$ cat config.mk
export PLATFORM = sky130hd
export DESIGN_NAME = trigger_detect
export DESIGN_NICKNAME = d
export VERILOG_FILES = /design/src/rtl/trigger_pkg.sv /design/src/rtl/trig_holdoff_timer.sv /design/src/rtl/trigger_detect.sv
export SDC_FILE = /design/constraint.sdc
export NUM_CORES = 1
export LEC_CHECK = 0
export CAP_MARGIN = 10
export CORE_MARGIN = 1
export CORE_UTILIZATION = 25
export DETAILED_ROUTE_END_ITERATION = 12
export PLACE_DENSITY = 0.53
export SKIP_CTS_REPAIR_TIMING = 1
export SYNTH_ARGS = -nofsm -noshare
export SYNTH_HDL_FRONTEND = slang
export SYNTH_HIERARCHICAL = 1
export SYNTH_SLANG_ARGS = --single-unit
$ cat constraint.sdc
create_clock -name clk -period 2.4 [get_ports clk]
set_input_delay 0.48 -clock clk [delete_from_list [all_inputs] [get_ports clk]]
set_output_delay 0.48 -clock clk [all_outputs]
set_load 0.01 [all_outputs]
$ cat src/rtl/trigger_pkg.sv
// Shared types and constants for the edge trigger detector.
//   trig_state_t : detector FSM states
//   SLOPE_RISE / SLOPE_FALL : encodings of the slope select input
package trigger_pkg;

    localparam int unsigned DATA_W_DEF = 8;
    localparam int unsigned HOLD_W_DEF = 16;

    typedef enum logic [1:0] {
        IDLE    = 2'd0,
        ARMING  = 2'd1,
        READY   = 2'd2,
        HOLDOFF = 2'd3
    } trig_state_t;

    localparam logic SLOPE_RISE = 1'b0;
    localparam logic SLOPE_FALL = 1'b1;

endpackage

$ cat src/rtl/trig_holdoff_timer.sv
// Holdoff dead-time counter. Loaded with the holdoff length when a trigger
// fires, then counts down one per clk and parks at zero.
//   clk, rst_n : clock, asynchronous active-low reset
//   load       : load load_val this cycle (takes priority over counting)
//   load_val   : holdoff length in clk cycles
//   done_c     : combinational, high during the last holdoff cycle (count==1)
module trig_holdoff_timer
    import trigger_pkg::*;
#(
    parameter int unsigned HOLD_W = HOLD_W_DEF
) (
    input  logic              clk,
    input  logic              rst_n,
    input  logic              load,
    input  logic [HOLD_W-1:0] load_val,
    output logic              done_c
);

    logic [HOLD_W-1:0] count;

    // Down-counter; holds at zero so it never wraps while idle.
    always_ff @(posedge clk or negedge rst_n) begin
        if (!rst_n) begin
            count <= '0;
        end else if (load) begin
            count <= load_val;
        end else if (count != '0) begin
            count <= count - HOLD_W'(1);
        end
    end

    assign done_c = (count == HOLD_W'(1));

endmodule

$ cat src/rtl/trigger_detect.sv
// Edge trigger detector: emits a 1-cycle trig_enable pulse when the sample
// stream crosses level on the selected slope, after first leaving the
// hysteresis band on the far side. A holdoff window follows each trigger.
//   clk, rst_n   : clock, asynchronous active-low reset
//   arm          : 1 = detector enabled, 0 = forced IDLE
//   slope        : 0 = rising, 1 = falling
//   level, hyst  : trigger threshold and hysteresis half-band (unsigned)
//   holdoff      : dead time after a trigger, in clk cycles
//   sample_valid : qualifies sample
//   sample       : ADC sample, unsigned
//   trig_enable  : registered 1-cycle trigger pulse
//   ready        : registered, high while waiting for a crossing
module trigger_detect
    import trigger_pkg::*;
#(
    parameter int unsigned DATA_W = DATA_W_DEF,
    parameter int unsigned HOLD_W = HOLD_W_DEF
) (
    input  logic              clk,
    input  logic              rst_n,
    input  logic              arm,
    input  logic              slope,
    input  logic [DATA_W-1:0] level,
    input  logic [DATA_W-1:0] hyst,
    input  logic [HOLD_W-1:0] holdoff,
    input  logic              sample_valid,
    input  logic [DATA_W-1:0] sample,
    output logic              trig_enable,
    output logic              ready
);

    trig_state_t       state;
    trig_state_t       state_d;
    logic              slope_q;
    logic              fire_c;
    logic              load_c;
    logic              done_c;
    logic [DATA_W:0]   lo_diff_c;
    logic [DATA_W:0]   hi_sum_c;
    logic [DATA_W-1:0] lo_th_c;
    logic [DATA_W-1:0] hi_th_c;
    logic              out_band_c;
    logic              cross_c;
    logic              slope_chg_c;

    // Band edges computed one bit wider, then clamped to the code range.
    assign lo_diff_c = {1'b0, level} - {1'b0, hyst};
    assign hi_sum_c  = {1'b0, level} + {1'b0, hyst};
    assign lo_th_c   = lo_diff_c[DATA_W] ? '0 : lo_diff_c[DATA_W-1:0];
    assign hi_th_c   = hi_sum_c[DATA_W]  ? '1 : hi_sum_c[DATA_W-1:0];

    // Arming needs a sample strictly beyond the band on the far side.
    assign out_band_c  = (slope == SLOPE_RISE) ? (sample < lo_th_c) : (sample > hi_th_c);
    assign cross_c     = (slope == SLOPE_RISE) ? (sample >= level) : (sample <= level);
    assign slope_chg_c = (slope != slope_q);

    // Next-state and fire decision; arm=0 overrides everything.
    always_comb begin
        state_d = state;
        fire_c  = 1'b0;
        load_c  = 1'b0;
        if (!arm) begin
            state_d = IDLE;
        end else begin
            case (state)
                IDLE: begin
                    state_d = ARMING;
                end
                ARMING: begin
                    if (!slope_chg_c && sample_valid && out_band_c) begin
                        state_d = READY;
                    end
                end
                READY: begin
                    if (slope_chg_c) begin
                        state_d = ARMING;
                    end else if (sample_valid && cross_c) begin
                        fire_c = 1'b1;
                        if (holdoff == '0) begin
                            state_d = ARMING;
                        end else begin
                            load_c  = 1'b1;
                            state_d = HOLDOFF;
                        end
                    end
                end
                HOLDOFF: begin
                    if (slope_chg_c || done_c) begin
                        state_d = ARMING;
                    end
                end
                default: begin
                    state_d = IDLE;
                end
            endcase
        end
    end

    // State and registered outputs.
    always_ff @(posedge clk or negedge rst_n) begin
        if (!rst_n) begin
            state       <= IDLE;
            trig_enable <= 1'b0;
            ready       <= 1'b0;
            slope_q     <= SLOPE_RISE;
        end else begin
            state       <= state_d;
            trig_enable <= fire_c;
            ready       <= (state_d == READY);
            slope_q     <= slope;
        end
    end

    trig_holdoff_timer #(
        .HOLD_W (HOLD_W)
    ) u_holdoff (
        .clk      (clk),
        .rst_n    (rst_n),
        .load     (load_c),
        .load_val (holdoff),
        .done_c   (done_c)
    );

endmodule
Yosys cells after proc, flatten, opt, wreduce, memory -nomap -nowiden --
Index checks and enable logic that the tools add are counted.
Storage, ports and cells: flip-flop bits (word level) 21, latch bits 0, bits in writable memories 0, bits in read-only memories 0, word-level logic and storage cells 49, memories kept 0
Operators by class: add/subtract/negate cells 3, multipliers 0, div/mod/pow operators 0, order comparisons 4, equal/unequal tests 6, shift operators 0, mux-type cells 22, bitwise logic cells 0, reductions and logical operators 9
Operators by type and width (number):
- 16-bit 2-to-1 mux | 2
- 16-bit by 1-bit equality test with 1-bit output (second input constant) | 1
- 16-bit logical NOT | 1
- 8-bit 2-to-1 mux | 2
- 16-bit nonzero test | 1
- 16-bit by 1-bit subtractor with 16-bit output (second input constant) | 1
- 2-bit 2-to-1 mux | 6
- 1-bit 2-to-1 mux | 11
- 8-bit by 8-bit adder with 9-bit output | 1
- 8-bit by 8-bit subtractor with 9-bit output | 1
- 8-bit >= comparator | 1
- 8-bit greater-than comparator | 1
- 8-bit <= comparator | 1
- 8-bit < comparator | 1
- 2-bit one-hot mux with 4 select lines | 1
- 2-bit equality test (second input constant) | 3
- 1-bit logical AND | 3
- 2-bit by 1-bit equality test with 1-bit output (second input constant) | 1
- 2-bit logical NOT | 1
- 2-bit nonzero test | 1
- 1-bit logical NOT | 1
- 1-bit logical OR | 1
- 1-bit inequality test | 1

Depth between registers and ports, before layout --
Gate-level depths: netlist of run 1.
depth in word-level cells 9, gate-level depth with buffers 15, depth with buffers taken out 15

Modules after synthesis --
Netlist of run 1, hierarchy kept.
By module, submodules not included:
- trigger_detect | times used 1, cells an instance 204, area each 1554.0 um^2, sequential area each 125.1 um^2
- trig_holdoff_timer | times used 1, cells an instance 120, area each 1099.8 um^2, sequential area each 400.4 um^2

Worst setup path before layout of run 1 --
OpenSTA, ideal clock, no wires.
kind input to register, start point input port level[0], end point register state[0], data arrival time 3.491 ns, required time 2.272 ns, slack -1.219 ns, stages on the path 14, cells stage by stage inv_1 > ha_1 > fa_1 > nor2b_1 > o31ai_1 > and2_1 > o21ai_0 > nand2b_1 > ha_1 > or4_1 > a21oi_1 > nor4_1 > or4_4 > o311a_2
Between the ends: longest elaborated chain between the ends 8, elaborated cells on any way between the ends 17, those cells by class add/sub: 2; order compare: 4; mux: 9; reduce/logical: 2
Ends and longest elaborated chain:
- from (decl) | line trigger_detect.sv:23 | input logic [DATA_W-1:0] level,
- 8-bit by 8-bit subtractor with 9-bit output or 8-bit by 8-bit adder with 9-bit output (tied branches) | line trigger_detect.sv:47, trigger_detect.sv:48
- 8-bit 2-to-1 mux, on equally long branches | line trigger_detect.sv:49, trigger_detect.sv:50
- 8-bit < comparator or 8-bit greater-than comparator (tied branches) | line trigger_detect.sv:53 | assign out_band_c = (slope == SLOPE_RISE) ? (sample < lo_th_c) : (sample > hi_th_c);
- 1-bit 2-to-1 mux | line trigger_detect.sv:53
- 1-bit logical AND | line trigger_detect.sv:70 | if (!slope_chg_c && sample_valid && out_band_c) begin
- 2-bit 2-to-1 mux | line trigger_detect.sv:70
- 2-bit one-hot mux with 4 select lines * | line trigger_detect.sv:65 | case (state)
- 2-bit 2-to-1 mux * | line trigger_detect.sv:62 | if (!arm) begin
- via state_d[0] | line trigger_detect.sv:33 | trig_state_t state_d;
- to (signal assigned) | line trigger_detect.sv:107 | state <= state_d;
- to (decl) | line trigger_detect.sv:32 | trig_state_t state;
The timed path passes the listed nets; every way through them passes the cells marked *. A chain may end at the register's enable or synchronous reset.

Final worst setup path of run 1 --
start point input port hyst[0], end point register state[0]
Between the ends: longest elaborated chain between the ends 8, elaborated cells on any way between the ends 11, those cells by class add/sub: 2; order compare: 2; mux: 6; reduce/logical: 1
Ends and longest elaborated chain:
- from (decl) | line trigger_detect.sv:24 | input logic [DATA_W-1:0] hyst,
- 8-bit by 8-bit subtractor with 9-bit output or 8-bit by 8-bit adder with 9-bit output (tied branches) | line trigger_detect.sv:47, trigger_detect.sv:48
- 8-bit 2-to-1 mux, on equally long branches | line trigger_detect.sv:49, trigger_detect.sv:50
- 8-bit < comparator or 8-bit greater-than comparator (tied branches) | line trigger_detect.sv:53
- 1-bit 2-to-1 mux * | line trigger_detect.sv:53
- 1-bit logical AND * | line trigger_detect.sv:70
- 2-bit 2-to-1 mux * | line trigger_detect.sv:70
- 2-bit one-hot mux with 4 select lines * | line trigger_detect.sv:65
- 2-bit 2-to-1 mux * | line trigger_detect.sv:62
- via state_d[0] | line trigger_detect.sv:33
Marked as above.

==> reports/metrics.csv, run 1 <==
metric,value,unit
ios,47,
detail_route.wl_per_cell,14.0,um
finalHoldViolCount,0,
grt_busiest_layer,met2,
htreeDepth,1,
syn_to_final_growth,66.9,%
period_needed,3.51,ns
drive_above_1_share,0.370,
p_sw_frac,0.414,
instances_no_fill,587,
start_util,0.257,
net-switching-power,0.793,mW
syn_inst,324,
root_buffer,clkbuf_8,
outcome,finished with violations,
synth_cell_type_count,62,
use_met3,0.00936,
tightest_slew,0.499,ns
synth_edf_count,0,
die_h,105,um
period_share,1.46,
setup_viol_count_final,19,
first_pass_iters,4,
combPwrFrac,0.570,
cts_made_buffers,3,
drt_iter0_drc,110,
ant_nets,0,
internal-power,1.12,mW
synth_ff_type,dfrtp_1,
core-area,10300,um2
synth_seq_cells,21,
grt_use_met2,0.259,
syn_nets,412,
power_density,433,nW/um2
worstPathArrival,3.66,ns
pwr-share-seq,0.302,
cts_tree,done,
post-place-ws,-1.87,ns
multi_input_area,2380,um2
synth-async-reset-ratio,1.00,
fillers,992,
skew,0.0133,ns
ys_warn_count,6,
worstSetupPathType,input port to register,
power,1.92,mW
power.share.clock,0.127,
max_freq,285,MHz
antenna_found_initial,0,
dp_cells,575,
remaining_drc_errors,0,
hp-class,input port to asynchronous set/reset pin,
ir_drop,0.000298,V
seq_area_frac_synth,0.198,
cts.sinks,21,
leakage,1.94,nW
grt_pass1_wl,12800,um
grt_usage,0.140,
setup_ws,-1.11,ns
die_area,11000,um2
row_count,37,
regArea,526,um2
rsz0062_at_grt,true,
clk_path_buf_depth,2,
cp_max_fo,3,
gp_congestion,0.823,
place_hpwl,6460,um
violations,setup timing,
maxCapViolations,0,
r2r_cells,8,
vias_per_cell,4.92,
clock_latency,0.27,ns
overflow,0,
whs,0.560,ns
postLayoutCoreUtil,0.429,
wl,8210,um
maxSlewViolCount,0,
nets,540,
grt_pass1_vias,2794,
syn_area,2650,um2
crit_path_end_kind,register,
max-slew-margin-rel,0.665,
use_met1,0.178,
grt_max_degree,22,
clk_pin_slew,0.09,ns
syn_area_per_cell,8.19,um2
port_buffers,46,
diodes,0,
dr_total_vias,2890,
cp-start-kind,input port,
die_x,105,um
worstPathRequired,2.55,ns
-- stage by stage --
| stage | setup TNS, ns | cell area [um2] |
|---|---|---|
| 6_report | -10.62 | 4430 |
| 5_1_grt | -14.26 | 4430 |
| 4_1_cts | -17.94 | 3940 |
| 3_5_place_dp | -23.42 | 3890 |
| 3_3_place_gp | -22.28 | 3890 |
| 2_1_floorplan | -4.39 | 2730 |
-- area by class of cell --
class / instances / area share
multi-input cells: 263 / 0.537
repair buffers: 133 / 0.269
flip-flops and latches: 21 / 0.119
well taps: 136 / 0.0384
inverters: 30 / 0.0266
clock buffers: 3 / 0.00932
clock inverters: 1 / 0.00113
-- registers in the layout (all words and copies together), names as in the netlist --
signal,cells
ready,1
slope_q,1
state,2
trig_enable,1
u_holdoff/count,16
-- power by group through the flow --
| stage | registers, mW | clock network (mW) | logic, mW |
|---|---|---|---|
| after floorplan | 0.528 | 0 | 0.595 |
| after global placement | 0.579 | 0 | 0.917 |
| after detailed placement | 0.579 | 0 | 0.937 |
| after CTS | 0.577 | 0.248 | 0.949 |
| after global routing | 0.595 | 0.263 | 1.20 |
| final | 0.579 | 0.244 | 1.09 |
-- cell usage in the layout (no fill, tap or decap), types with 4 or more instances in the layout --
master and instances:
clkdlybuf4s50_1 34, nand3_1 10, dfrtp_1 21, a21oi_1 12, xnor2_1 6, buf_6 9, nor2b_1 7, a21oi_2 5
o21ai_0 11, buf_4 76, nand4b_1 4, ha_1 27, dlymetal6s2s_1 8, nand2b_1 5, nor3_1 6, nor4_1 8
a21o_1 4, inv_1 25, nor2_1 24, o211ai_1 4, o31ai_4 4, ha_4 12, inv_2 4, nand2_1 22
nor4_4 4, nand4_1 8
-- Yosys cell counts (2+ instances only) --
master / number / area share
a211oi_1: 3 / 0.0085
and3_1: 2 / 0.0047
xnor2_1: 7 / 0.023
a31oi_1: 2 / 0.0047
a21oi_1: 19 / 0.036
fa_1: 2 / 0.015
inv_1: 29 / 0.041
nor4_1: 8 / 0.019
a21o_1: 4 / 0.011
nor2_1: 27 / 0.038
nor2b_1: 8 / 0.019
ha_1: 41 / 0.19
a22o_1: 2 / 0.0066
xor2_1: 3 / 0.0099
nor3_1: 7 / 0.013
clkbuf_1: 6 / 0.0085
nor4b_1: 3 / 0.0099
a221o_1: 3 / 0.011
o31ai_1: 5 / 0.014
or4_1: 3 / 0.0085
dfrtp_1: 21 / 0.20
and2_1: 4 / 0.0094
nand4_1: 8 / 0.019
o21a_1: 3 / 0.0085
nand2_1: 25 / 0.035
nand3_1: 11 / 0.021
o31a_1: 2 / 0.0066
o211ai_1: 4 / 0.011
o21ai_0: 16 / 0.030
nand2b_1: 7 / 0.017
nor4_4: 4 / 0.032
or2_2: 2 / 0.0047
nand4b_1: 4 / 0.013
-- kinds of logic after synthesis --
| family | count (synthesis) | synth area share |
|---|---|---|
| compound gates | 75 | 0.189 |
| xor+xnor | 10 | 0.0330 |
| fa+ha+maj | 43 | 0.208 |
| buf+inv | 40 | 0.0613 |
| flops | 21 | 0.198 |
| mux | 2 | 0.00801 |
| simple gates | 133 | 0.302 |
-- path summary, 6_finish.rpt --
check | start | end | slack [ns]
min in group clk | state[0]$_DFF_PN0_ | trig_enable$_DFF_PN0_ | 0.66
max in group asynchronous | rst_n | state[0]$_DFF_PN0_ | 1.60
hold reg to reg | state[0]$_DFF_PN0_ | trig_enable$_DFF_PN0_ | 0.66
setup reg to reg | slope_q$_DFF_PN0_ | u_holdoff/count[15]$_DFFE_PN0P_ | 0.36
hold / removal | rst_n | u_holdoff/count[7]$_DFFE_PN0P_ | 0.56
setup / recovery | hyst[0] | state[0]$_DFF_PN0_ | -1.11
-- worst max-delay path, cell delays in order --
cell and delay [ns]:
buf_8 0.10, buf_6 0.11, ha_4 0.16, fa_2 0.38
nor2b_4 0.16, o31ai_4 0.08, and2_4 0.17, o21ai_4 0.21
buf_6 0.14, nand2_4 0.05, ha_4 0.16, a211oi_2 0.20
nor2_1 0.08, o41ai_2 0.33, nand4b_1 0.13, or4_4 0.56
o311a_4 0.15
-- routing by layer --
layer	vias to the layer above	part of all wire
met5	-	0
met4	0	0.0046
met3	4	0.037
met2	66	0.51
met1	1378	0.45
li1	1442	-
Power figures use the tool's default switching activity.
==> run 2: changes to the inputs <==
- CELL_PAD_IN_SITES_DETAIL_PLACEMENT: unset -> 1
- CELL_PAD_IN_SITES_GLOBAL_PLACEMENT: unset -> 2
- PLACE_DENSITY: 0.53 -> 0.76
==> reports/metrics.csv, run 2 (synthesis gave the netlist of run 1 again) <==
metric,value,unit,change
cts_made_buffers,3,,unchanged
start_util,0.257,,unchanged
port_buffers,46,,unchanged
die_h,105,um,unchanged
row_count,37,,unchanged
largest_register_ffs,16,,unchanged
grt_pass1_wl,15000,um,"was 12,800 um"
vias_per_cell,5.01,,was 4.92
skew,0.00645,ns,was 0.0133 ns
diodes,0,,unchanged
ant_nets,0,,unchanged
die_x,105,um,unchanged
leakage,2.05,nW,was 1.94 nW
instances_no_fill,590,,was 587
slowest_stage,or4_4,,unchanged
power.share.clock,0.118,,was 0.127
violations,setup timing,,unchanged
cp-start-kind,input port,,unchanged
final_common_cell,buf_4,,unchanged
worstPathRequired,2.55,ns,about the same
detail_route.wl_per_cell,17.1,um,was 14.0 um
period_needed,3.53,ns,was 3.51 ns
clk_pin_slew,0.08,ns,was 0.09 ns
remaining_drc_errors,0,,unchanged
internal-power,1.17,mW,was 1.12 mW
post-place-ws,-1.99,ns,was -1.87 ns
cp_cell_sequence,clkdlybuf4s50_1 -> inv_1 -> ha_4 -> buf_4 -> nor2_1 -> nor2_2 -> o31ai_4 -> xnor2_1 -> nand2_1 -> ha_4 -> o21ai_1 -> nor2_1 -> o41ai_2 -> nand4b_1 -> or4_4 -> o311a_4,,was buf_8 -> buf_6 -> ha_4 -> fa_2 -> nor2b_4 -> o31ai_4 -> and2_4 -> o21ai_4 -> buf_6 -> nand2_4 -> ha_4 -> a211oi_2 -> nor2_1 -> o41ai_2 -> nand4b_1 -> or4_4 -> o311a_4
place_hpwl,7520,um,was 6460 um
period_share,1.47,,was 1.46
clock_latency,0.26,ns,was 0.27 ns
ios,47,,unchanged
rsz0062_at_grt,true,,unchanged
max-slew-margin-rel,0.702,,was 0.665
cts.sinks,21,,unchanged
nets,543,,was 540
tightest_slew,0.444,ns,was 0.499 ns
critPathTopFamily,simple AND/OR/NAND/NOR gates,,unchanged
overflow,0,,unchanged
cts_tree,done,,unchanged
grt_max_degree,22,,unchanged
crit_path_end_kind,register,,unchanged
wl,10100,um,was 8210 um
gp_congestion,0.808,,was 0.823
drt_iter0_drc,59,,was 110
cp_max_fo,4,,was 3
grt_pass1_vias,3183,,"was 2,794"
outcome,finished with violations,,unchanged
combPwrFrac,0.595,,was 0.570
htreeDepth,1,,unchanged
clk_path_buf_depth,2,,unchanged
ir_drop,0.000264,V,was 0.000298 V
worstPathArrival,3.68,ns,was 3.66 ns
first_pass_iters,4,,unchanged
core-area,10300,um2,unchanged
grt_usage,0.165,,was 0.140
root_buffer,clkbuf_8,,unchanged
max_freq,283,MHz,was 285 MHz
final_cell_mix,"buf_4 (73), clkdlybuf4s50_1 (23), nand2_1 (21), nor2_1 (21), dfrtp_1 (21)",,"was buf_4 (76), clkdlybuf4s50_1 (34), ha_1 (27)"
maxCapViolations,0,,unchanged
hp-class,input port to register,,was input port to asynchronous set/reset pin
drive_above_1_share,0.449,,was 0.370
slowest_delay,0.53,ns,was 0.56 ns
cp_num_buf_inv,3,,unchanged
p_sw_frac,0.426,,was 0.414
maxSlewViolCount,0,,unchanged
antenna_found_initial,0,,unchanged
setup_tns,-5.48,ns,was -10.62 ns
finalHoldViolCount,0,,unchanged
max_flop_register,u_holdoff/count,,unchanged
top_regs,"u_holdoff/count x16, state x2",,unchanged
setup_ws,-1.13,ns,was -1.11 ns
power_density,439,nW/um2,was 433 nW/um2
dp_cells,571,,was 575
dr_total_vias,2956,,"was 2,890"
power,2.04,mW,was 1.92 mW
whs,0.506,ns,was 0.560 ns
worstSetupPathType,input port to register,,unchanged
die_area,11000,um2,unchanged
setup_viol_count_final,17,,was 19
net-switching-power,0.870,mW,was 0.793 mW
pwr-share-seq,0.287,,was 0.302
syn_to_final_growth,75.4,%,was 66.9%
-- run 2: layer usage --
| metal | wire length [um] | GRT usage | vias to the layer above |
|---|---|---|---|
| met4 | 85 | 0.0352 | 0 |
| li1 | - | - | 1443 |
| met1 | 4290 | 0.201 | 1461 |
| met3 | 172 | 0.00936 | 6 |
| met2 | 5530 | 0.316 | 46 |
| met5 | 0 | 0 | - |
-- run 2: worst paths after layout --
kind / from / endpoint / slack, ns / depth (start not counted)
setup / recovery: hyst[6] / state[0]$_DFF_PN0_ / -1.13 / 16
hold / removal: slope / slope_q$_DFF_PN0_ / 0.51 / 1
setup reg to reg: slope_q$_DFF_PN0_ / u_holdoff/count[15]$_DFFE_PN0P_ / 0.20 / 8
hold reg to reg: u_holdoff/count[7]$_DFFE_PN0P_ / u_holdoff/count[7]$_DFFE_PN0P_ / 0.65 / 2
max in group asynchronous: rst_n / ready$_DFF_PN0_ / 1.60 / 2
min in group asynchronous: rst_n / u_holdoff/count[0]$_DFFE_PN0P_ / 0.57 / 2
-- run 2: power groups by stage --
stage          logic (mW)  clock network, mW  registers [mW]
2_1_floorplan       0.595                  0           0.528
3_3_place_gp        0.921                  0           0.582
3_5_place_dp        0.972                  0           0.583
4_1_cts             0.983              0.246           0.579
5_1_grt              1.32              0.260           0.602
6_report             1.22              0.241           0.586
-- run 2: area by class of cell --
| type | count | area, um2 |
|---|---|---|
| inverters | 30 | 125 |
| well taps | 136 | 170 |
| fillers | 1178 | 5670 |
| multi-input cells | 263 | 2560 |
| clock buffers | 4 | 45.0 |
| repair buffers | 136 | 1230 |
| flip-flops and latches | 21 | 526 |
-- run 2: per-stage QoR --
step / area (um2) / utilization
after floorplan: 2730 / -
after global placement: 3860 / 0.374
after detailed placement: 3860 / 0.374
after CTS: 3900 / 0.378
after global routing: 4660 / 0.451
final: 4660 / 0.451
-- run 2: worst reg2reg max path: cells and delay by family, from the launching register on --
| kind | cells | cell delay, ns |
|---|---|---|
| AOI/OAI and AO/OA | 3 | 0.54 |
| DFF | 1 | 0.41 |
| and+or+nand+nor | 3 | 0.86 |
| buffers and inverters | 2 | 0.30 |
==> run 3: changes to the inputs <==
- CAP_MARGIN: 10 -> 20
- CORE_UTILIZATION: 25 -> 32
- PLACE_DENSITY: 0.76 -> unset
- PLACE_DENSITY_LB_ADDON: unset -> 0.1
==> reports/metrics.csv, run 3 (synthesis gave the netlist of run 1 again) <==
metric,value,unit,change
htreeDepth,1,,unchanged
cp_max_fo,3,,was 4
grt_pass1_vias,3017,,"was 3,183"
r2r_cells,9,,was 8
drive_above_1_share,0.341,,was 0.449
hp-class,input port to asynchronous set/reset pin,,was input port to register
core-area,7890,um2,"was 10,300 um2"
maxSlewViolCount,0,,unchanged
gp_congestion,0.788,,was 0.808
nets,538,,was 543
cp-start-kind,input port,,unchanged
crit_end,state[0]$_DFF_PN0_,,unchanged
largest_register_ffs,16,,unchanged
final_common_cell,buf_4,,unchanged
setup_viol_count_final,19,,was 17
root_buffer,clkbuf_8,,unchanged
cts.sinks,21,,unchanged
die_area,8660,um2,"was 11,000 um2"
drt_iter0_drc,67,,was 59
rrSetupSlack,0.21,ns,was 0.20 ns
die_h,93.1,um,was 105 um
outcome,finished with violations,,unchanged
power_density,448,nW/um2,was 439 nW/um2
cp_cell_sequence,buf_8 -> buf_6 -> ha_4 -> fa_2 -> nor2b_4 -> o31ai_4 -> and2_4 -> o21ai_4 -> buf_6 -> nand3_4 -> ha_4 -> a211oi_2 -> nor2_1 -> o41ai_2 -> nand4b_1 -> or4_4 -> o311a_4,,was clkdlybuf4s50_1 -> inv_1 -> ha_4 -> buf_4 -> nor2_1 -> nor2_2 -> o31ai_4 -> xnor2_1 -> nand2_1 -> ha_4 -> o21ai_1 -> nor2_1 -> o41ai_2 -> nand4b_1 -> or4_4 -> o311a_4
cts_tree,done,,unchanged
grt_pass1_wl,14000,um,"was 15,000 um"
syn_to_final_growth,61.1,%,was 75.4%
design_area,4270,um2,was 4660 um2
fillers,918,,"was 1,178"
dr_total_vias,2881,,"was 2,956"
leakage,1.94,nW,was 2.05 nW
violations,setup timing,,unchanged
whs,0.564,ns,was 0.506 ns
detail_route.wl_per_cell,16.7,um,was 17.1 um
cts_made_buffers,3,,unchanged
overflow,0,,unchanged
finalHoldViolCount,0,,unchanged
final_cell_mix,"buf_4 (81), clkdlybuf4s50_1 (32), ha_1 (29)",,"was buf_4 (73), clkdlybuf4s50_1 (23), nand2_1 (21), nor2_1 (21), dfrtp_1 (21)"
slowest_delay,0.56,ns,was 0.53 ns
period_share,1.50,,was 1.47
r2r_start,slope_q$_DFF_PN0_,,unchanged
skew,0.00155,ns,was 0.00645 ns
start_util,0.336,,was 0.257
slowest_stage,or4_4,,unchanged
ant_nets,0,,unchanged
ios,47,,unchanged
max_freq,278,MHz,was 283 MHz
rr_endpoint,u_holdoff/count[6]$_DFFE_PN0P_,,was u_holdoff/count[15]$_DFFE_PN0P_
maxCapViolations,0,,unchanged
row_count,32,,was 37
grt_usage,0.200,,was 0.165
setup.worst_path.start,hyst[0],,was hyst[6]
wl,9210,um,"was 10,100 um"
worstSetupPathType,input port to register,,unchanged
max-slew-margin-rel,0.675,,was 0.702
ir_drop,0.000208,V,was 0.000264 V
vias_per_cell,5.23,,was 5.01
grt_max_degree,22,,unchanged
clock_latency,0.27,ns,was 0.26 ns
die_x,93.1,um,was 105 um
worstPathArrival,3.76,ns,was 3.68 ns
clk_pin_slew,0.08,ns,about the same
place_area,3840,um2,was 3860 um2
setup_tns,-11.50,ns,was -5.48 ns
top_regs,"u_holdoff/count x16, state x2",,unchanged
first_pass_iters,4,,unchanged
setup_ws,-1.20,ns,was -1.13 ns
period_needed,3.60,ns,was 3.53 ns
place_hpwl,7270,um,was 7520 um
port_buffers,46,,unchanged
remaining_drc_errors,0,,unchanged
crit_path_end_kind,register,,unchanged
max_flop_register,u_holdoff/count,,unchanged
antenna_found_initial,0,,unchanged
worstPathRequired,2.56,ns,was 2.55 ns
diodes,0,,unchanged
tightest_slew,0.481,ns,was 0.444 ns
rsz0062_at_grt,true,,unchanged
clk_path_buf_depth,2,,unchanged
[run 3: changes by cell type in the layout (fill, tap and decap cells not counted), sizes merged]
cell / before / now
buf: 96 / 87
clkdlybuf4s50: 23 / 32
dlymetal6s2s: 13 / 10
clkbuf: 8 / 6
[run 3: metal layers]
metal,vias up,global-route usage,part of all wire
met5,-,0,0
met4,0,0.0474,0.014
met3,10,0.00894,0.016
met2,36,0.416,0.58
met1,1401,0.217,0.39
li1,1434,-,-
[run 3: worst min-delay path by stage]
stage	end	slack (ns)	cells after the start
floorplan	ready$_DFF_PN0_	0.18	0
global placement	trig_enable$_DFF_PN0_	0.60	1
detailed placement	trig_enable$_DFF_PN0_	0.60	1
CTS	u_holdoff/count[4]$_DFFE_PN0P_	0.58	2
global route	u_holdoff/count[10]$_DFFE_PN0P_	0.59	2
finish	u_holdoff/count[2]$_DFFE_PN0P_	0.56	2
[run 3: worst max-delay path: cells and delay by family]
kind            cells  cell delay [ns]
fa+ha+maj           3             0.80
simple gates        6             1.17
buf+inv             3             0.34
compound gates      5             0.94
[run 3: where the power goes]
group          internal, mW  switching (mW)  total, mW
registers             0.422           0.157      0.579
clock network         0.119           0.129      0.248
logic                 0.578           0.512       1.09
total                  1.12           0.797       1.92
[run 3: cell type report]
type / instances / area, um2 / share of cell area
multi-input combinational: 263 / 2320 / 0.544
timing repair buffer: 131 / 1130 / 0.266
sequential: 21 / 526 / 0.123
tap: 102 / 128 / 0.0299
inverter: 30 / 118 / 0.0275
clock buffer: 4 / 45.0 / 0.0105
[run 3: per-stage QoR]
stage / power (mW) / setup slack [ns] / utilization / cells
after floorplan: 1.12 / -0.933 / - / 324
after global placement: 1.51 / -1.83 / 0.487 / 540
after detailed placement: 1.54 / -1.93 / 0.487 / 540
after CTS: 1.79 / -1.65 / 0.492 / 544
after global routing: 2.06 / -1.32 / 0.542 / 551
final: 1.92 / -1.20 / 0.542 / 551
